==> src/rtl/reg_bridge.sv <==
// CPU-to-register bridge: local control/status registers in window 0 and
// NSLV external slave windows with a request/ack handshake and a timeout.
module reg_bridge #(
  parameter int NSLV = 2,
  parameter int NREG = 8,
  parameter int TMO  = 255
) (
  input  logic                 clk,
  input  logic                 rstn,
  input  logic [31:0]          armaddr,
  input  logic [31:0]          armwdata,
  input  logic [3:0]           armwstrb,
  input  logic                 armwr,
  input  logic                 armreq,
  output logic                 armack,
  output logic                 armerr,
  output logic [31:0]          armrdata,
  output logic [NREG*32-1:0]   ctl,
  input  logic [31:0]          sts,
  output logic [NSLV-1:0]      sreq,
  output logic                 swr,
  output logic [19:0]          saddr,
  output logic [31:0]          swdata,
  output logic [3:0]           swstrb,
  input  logic [NSLV-1:0]      sack,
  input  logic [NSLV-1:0]      serr,
  input  logic [NSLV*32-1:0]   srdata
);
  localparam logic [0:0]  S_IDLE = 1'b0;
  localparam logic [0:0]  S_WAIT = 1'b1;
  localparam logic [3:0]  NSLV_W = 4'(NSLV);
  localparam logic [17:0] NREG_X = 18'(NREG);
  localparam logic [15:0] TMO_C  = 16'(TMO);

  typedef struct packed {
    logic        wr;
    logic [19:0] addr;
    logic [31:0] wdata;
    logic [3:0]  strb;
  } sreq_t;

  logic [0:0]            state;
  logic                  armreq0;
  logic [15:0]           cnt;
  logic [3:0]            sel;
  sreq_t                 lat;
  logic [NREG-1:0][31:0] regs;

  logic [3:0]  w;
  logic [17:0] x;
  logic        start, ext, tmo;
  logic        s_ack, s_err;
  logic [31:0] s_rd, reg_rd;
  logic        unused_addr;

  assign w           = armaddr[23:20];
  assign x           = armaddr[19:2];
  assign unused_addr = ^{armaddr[31:24], armaddr[1:0]};
  // The ack cycle blocks a start so an edge landing there is dropped, not queued.
  assign start = (state == S_IDLE) && !armack && armreq && !armreq0;
  assign ext   = (w != 4'd0) && (w <= NSLV_W);
  assign tmo   = (TMO != 0) && (cnt == TMO_C);

  assign ctl    = regs;
  assign swr    = lat.wr;
  assign saddr  = lat.addr;
  assign swdata = lat.wdata;
  assign swstrb = lat.strb;

  always_comb begin
    s_ack = 1'b0;
    s_err = 1'b0;
    s_rd  = '0;
    for (int i = 0; i < NSLV; i++) begin
      if (sel == 4'(i)) begin
        s_ack = sack[i];
        s_err = serr[i];
        s_rd  = srdata[32*i +: 32];
      end
    end
  end

  always_comb begin
    reg_rd = '0;
    for (int k = 0; k < NREG; k++)
      if (x == 18'(k)) reg_rd = regs[k];
  end

  always_ff @(posedge clk or negedge rstn) begin
    if (!rstn) begin
      state    <= S_IDLE;
      armreq0  <= 1'b0;
      armack   <= 1'b0;
      armerr   <= 1'b0;
      armrdata <= '0;
      regs     <= '0;
      sreq     <= '0;
      lat      <= '0;
      cnt      <= '0;
      sel      <= '0;
    end else begin
      armreq0 <= armreq;
      armack  <= 1'b0;
      case (state)
        S_IDLE: begin
          if (start) begin
            if (ext) begin
              state <= S_WAIT;
              sel   <= w - 4'd1;
              sreq  <= NSLV'(1) << (w - 4'd1);
              lat   <= '{wr: armwr, addr: armaddr[19:0], wdata: armwdata, strb: armwstrb};
              cnt   <= '0;
            end else begin
              armack <= 1'b1;
              if (w == 4'd0 && x < NREG_X) begin
                armerr <= 1'b0;
                if (armwr) begin
                  for (int k = 0; k < NREG; k++)
                    if (x == 18'(k))
                      for (int b = 0; b < 4; b++)
                        if (armwstrb[b]) regs[k][8*b +: 8] <= armwdata[8*b +: 8];
                end else begin
                  armrdata <= reg_rd;
                end
              end else if (w == 4'd0 && x == NREG_X) begin
                // Status word is read-only; a write is flagged but rdata is kept.
                if (armwr) armerr <= 1'b1;
                else begin
                  armerr   <= 1'b0;
                  armrdata <= sts;
                end
              end else begin
                armerr   <= 1'b1;
                armrdata <= '1;
              end
            end
          end
        end
        S_WAIT: begin
          if (s_ack) begin
            state    <= S_IDLE;
            sreq     <= '0;
            armack   <= 1'b1;
            armerr   <= s_err;
            armrdata <= s_rd;
          end else if (tmo) begin
            state    <= S_IDLE;
            sreq     <= '0;
            armack   <= 1'b1;
            armerr   <= 1'b1;
            armrdata <= '1;
          end else begin
            cnt <= cnt + 16'd1;
          end
        end
        default: state <= S_IDLE;
      endcase
    end
  end
endmodule

==> config.mk <==
export PLATFORM = sky130hd
export DESIGN_NAME = reg_bridge
export DESIGN_NICKNAME = d
export VERILOG_FILES = /design/src/rtl/reg_bridge.sv
export SDC_FILE = /design/constraint.sdc
export NUM_CORES = 1
export LEC_CHECK = 0
export CAP_MARGIN = 5
export CORE_AREA = 2 2 205 207
export DETAILED_ROUTE_END_ITERATION = 10
export DIE_AREA = 0 0 207 209
export PLACE_DENSITY = 0.75
export RECOVER_POWER = 25
export SLEW_MARGIN = 0
export SYNTH_ARGS = -nofsm -noshare
export SYNTH_HDL_FRONTEND = slang
export SYNTH_SLANG_ARGS = --single-unit
export TNS_END_PERCENT = 20
==> constraint.sdc <==
create_clock -name clk -period 3.5 [get_ports clk]
set_input_delay 0.35 -clock clk [delete_from_list [all_inputs] [get_ports clk]]
set_output_delay 0.35 -clock clk [all_outputs]
set_load 0.03 [all_outputs]
Word level (Yosys, flattened, before mapping)

Index checks and enable logic that the tools add are counted.

Add/subtract/negate cells: 2
Reductions and logical operators: 49
Magnitude comparators: 2
$mul: 0
Multiplexer cells: 51
Bitwise gates (word level): 2
Equality and inequality tests: 18
Shift operators: 1
Div/mod/pow operators: 0

Operators with widths:

| cell                    | count |
|---|---|
| $mux W32                | 18 |
| $reduce_and A7 Y1       | 32 |
| $eq A18 B3 Y1 const B   | 4 |
| $mux W16                | 4 |
| $pmux W32 S2            | 1 |
| $eq A18 B2 Y1 const B   | 2 |
| $pmux W16 S2            | 1 |
| $mux W1                 | 19 |
| $eq A18 B1 Y1 const B   | 1 |
| $eq A18 B4 Y1 const B   | 1 |
| $logic_not A18 Y1       | 1 |
| $lt A18 B4 Y1 const B   | 1 |
| $add A16 B1 Y16 const B | 1 |
| $eq A16 B8 Y1 const B   | 1 |
| $ne A2 B2 Y1 const B    | 5 |
| $reduce_and A3 Y1       | 3 |
| $logic_not A4 Y1        | 2 |
| $mux W2                 | 4 |
| $logic_and A1 B1 Y1     | 6 |
| $ne A3 B3 Y1 const B    | 2 |
| $pmux W1 S2             | 3 |
| $reduce_and A5 Y1       | 1 |
| $eq A4 B1 Y1 const B    | 1 |
| $le A4 B2 Y1 const B    | 1 |
| other kinds (8)         | 10 |

Memory bits (writable): 0
Memories kept: 0
Input bits: 172
Register bits after elaboration: 371
ROM bits: 0
Bits in latches: 0

Logic depth before layout (Yosys ltp)

Depth in word-level cells: 14
Mapped depth: 10
Gate-level depth less buffers: 8

Least setup slack after synthesis

No wires, ideal clock.

Kind: input -> register
Start: input armaddr[20]
End: register regs, in the netlist ctl[227]
Required time: 3.372 ns
Stages: 9
Data arrival time: 2.845 ns
Slack: 0.528 ns
Path buffers: 1
Path through: inv_1 ha_1 or3b_2 or4_1 or2_1 buf_2 nor4_4 nand2_4 mux2_1

Longest elaborated chain between the ends: 4
Elaborated cells between the ends (all ways): 7

RTL lines:

| what                                               | line | source |
|---|---|---|
| start, declared                                    | 10   | `input logic [31:0] armaddr,` |
| $le A4 B2 Y1 or $reduce_bool A4 Y1 (tied branches) | 61   | `assign ext = (w != 4'd0) && (w <= NSLV_W);` |
| $logic_and A1 B1 Y1                                | 61   |  |
| $not A1 Y1 (no line)                               | --   |  |
| $reduce_and A7 Y1 (no line) (*)                    | --   |  |
| end signal, assigned by index                      | 121  | `if (armwstrb[b]) regs[k][8*b +: 8] <= armwdata[8*b +: 8];` |
| end, declared                                      | 47   | `logic [NREG-1:0][31:0] regs;` |

Every way passes the cells marked *; elsewhere a longest branch is shown, timed or not.
A chain may end at the register's enable or synchronous reset.

Worst setup path after layout

Start: input armaddr[20]
End: register regs, in the netlist ctl[27]

Same word-level chain as after synthesis.

==> run metrics <==
Crit path largest cell delay just over 0.5 ns; vias per std cell 5.84; WP data arrival approximately 3.5 ns; setup_tns 0 ns; largest net degree at the start of global routing 104; leading cell types by count after synthesis dfrtp_1 (371), mux2_2 (280), nand2_1 (241); top post-synthesis cells by area dfrtp_1 (53%), mux2_2 (18%), nand2_1 (5.2%); DR iter-0 viols 1356; layout cells sized above 1 21.6%; global-route wire length before repair 103000 µm; Max clock buf depth 3; Relative slew margins -75.7%; placed inst area 23700 µm²; total number of vias 15247; Worst-path clk slew 0.06 ns; CTS tree built; worst r2r src cnt[9]; failing checks capacitance limit, slew limit; Starting Density 42.1%; sequential area share after synthesis 53.4%; Mapped Area 17400 µm²; startpoint of the worst hold path armaddr[1]; Final Util about three fifths; final non-filler cell total 2610; most common cell in the netlist dfrtp_1; Mapped Avg Cell Area 11.6 µm²; count of state elements after synthesis around 370; Critical Path Start armaddr[20]; die area 43300 µm²; worst-case reg-to-reg path depth 7; Hold Vio Cnt, Final 0; actual slew at the worst max-slew pin 2.64 ns; Post CTS Setup Buffer Count 0; Async SR Flop Fraction 100%; critical path class in2reg; syn_nets 1673; Hold Worst Slack ~0.34 ns; crit path capture type register; post-DR wirelength/cell 26.8 µm; RSZ-0062 raised after global routing no; Critical Path Sink ctl[27]; Setup-failing EPs final 0; placed cells 2533; clock tree root buffer cell clkbuf_16; startpoint types input port; area grow syn2layout 44.5%; FP Rows 75; crit path time final 3.08 ns; Max-Cap Viols 1; outcome finished, violations left; Slew Viols, Final 100; DPL Wire Length between 40000 and 50000 µm; CP max-delay cell or3b_2; most used flip-flop cell after synthesis dfrtp_1; # port buffers 512; CP Max Fanout 8; Fin Clk Skew 0.0158 ns; Worst EP required 3.94 ns; fmax 324 MHz; Total Wirelength 69900 µm; fin nets 2214; Clk Latency, worst-skew pair between 0.5 and 0.6 ns; EDFF count, synth 0; FF-to-FF setup slack roughly 0.56 ns; CORE AREA 41300 µm²; Warnings, synthesis 0; number of global-route vias before repair 15686; DIE WIDTH ~210 µm; DR pass1 iterations 7; GRT Overall Usage 31.5%; fill count 3391; die height 209 µm; P per Cell Area around 470 nW/µm²; worst IR drop on VDD 327 µV; sequence of cells on the critical path clkdlybuf4s50_1 > inv_1 > ha_1 > or3b_2 > or4_1 > nor2_1 > buf_4 > and4_1 > nand2_1 > mux2_2; # H-tree levels 2; post-route cell area around 25000 µm²; reg2reg end armrdata[31]; Remaining Overflow, GRT 0; GP Congestion 0.903; antenna-violating nets left 0; initial antenna violation count 6; top-area cell type share of the netlist area between 50% and 60%; TritonCTS Sinks roughly 370; Synth Instances 1497; period utilization 88.1%; total CTS buffers 41; Hold Crit Class in2reg; Leakage approximately 11 nW; Netlist cell types 52; Yosys top cell by area dfrtp_1; IO Pins 521; DRC Markers 0
==> what timing repair did <==
item | in CTS | in global routing
hold buffers | 1 | 0
endpoints found under the hold margin | 97 | 0
resized for setup | 0 | 0
==> sequential cells by signal (all words and copies together), names as in the netlist, 2 cells and up <==
signal,cells
sel,4
ctl,256
sreq,2
armrdata,32
swdata,32
cnt,16
saddr,20
swstrb,4
==> cell usage in the layout, fill, tap and decap left out, types with 34 or more instances in the layout <==
cell type        count
clkbuf_16           43
nand2_1            239
mux2i_1             60
nor3_1              38
buf_4               59
a221oi_1            45
dfrtp_1            371
clkdlybuf4s50_1    508
mux2_2             280
o21ai_0             71
a21oi_1             34
==> worst max-delay path, delay by kind of cell <==
kind,cells,cell delay [ns]
buffers and inverters,3,0.68
multiplexers,1,0.38
AND/OR/NAND/NOR,5,1.91
adder cells (fa/ha/maj),1,0.19
==> how the worst min path moves through the flow <==
stage	cells after the start	to	slack [ns]
after floorplan	0	armack	0.05
after global placement	2	swdata[6]	0.46
after detailed placement	2	swdata[18]	0.46
after CTS	1	armreq0	0.31
after global routing	3	saddr[1]	0.35
final	3	saddr[1]	0.34
==> routing by layer <==
metal  wire (µm)  GRT usage (%)  up-vias
li1            -              -     6596
met1       28300           40.6     7718
met2       33300           51.5      769
met3        5580           8.00      154
met4        2620           11.8       10
met5          62              0        -
==> per-stage QoR <==
stage | power, mW | setup WS (ns)
after floorplan | 5.98 | 0.528
after global placement | 7.26 | -0.0201
after detailed placement | 7.31 | -0.0301
after CTS | 11.8 | 0.511
after global routing | 12.2 | 0.330
final | 11.8 | 0.418
==> area by class of cell <==
class / count / area [µm²] / area share, %
flip-flops and latches: 371 / 9280 / 37.0
well taps: 539 / 674 / 2.68
multi-input cells: 1028 / 7820 / 31.1
inverters: 8 / 30.0 / 0.120
clock inverters: 12 / 170 / 0.677
clock buffers: 63 / 1230 / 4.90
diodes: 1 / 2.50 / 0.00996
repair buffers: 588 / 5910 / 23.5
==> report_power, final <==
group	internal [mW]	total, mW	switching (mW)	leakage [nW]
registers	4.62	4.84	0.225	4.95
logic	0.941	2.41	1.46	5.69
clock network	2.72	4.54	1.82	0.686
==> cells by family after synthesis <==
group                    Yosys count  share of synthesized area, %
AO/OA/AOI/OAI                    258                          10.3
XOR/XNOR                          16                         0.806
adder cells (fa/ha/maj)            4                         0.288
buffers and inverters             98                          2.13
flip-flops                       371                          53.4
multiplexers                     352                          22.5
AND/OR/NAND/NOR                  398                          10.6
(Power assumes the default switching activity.)
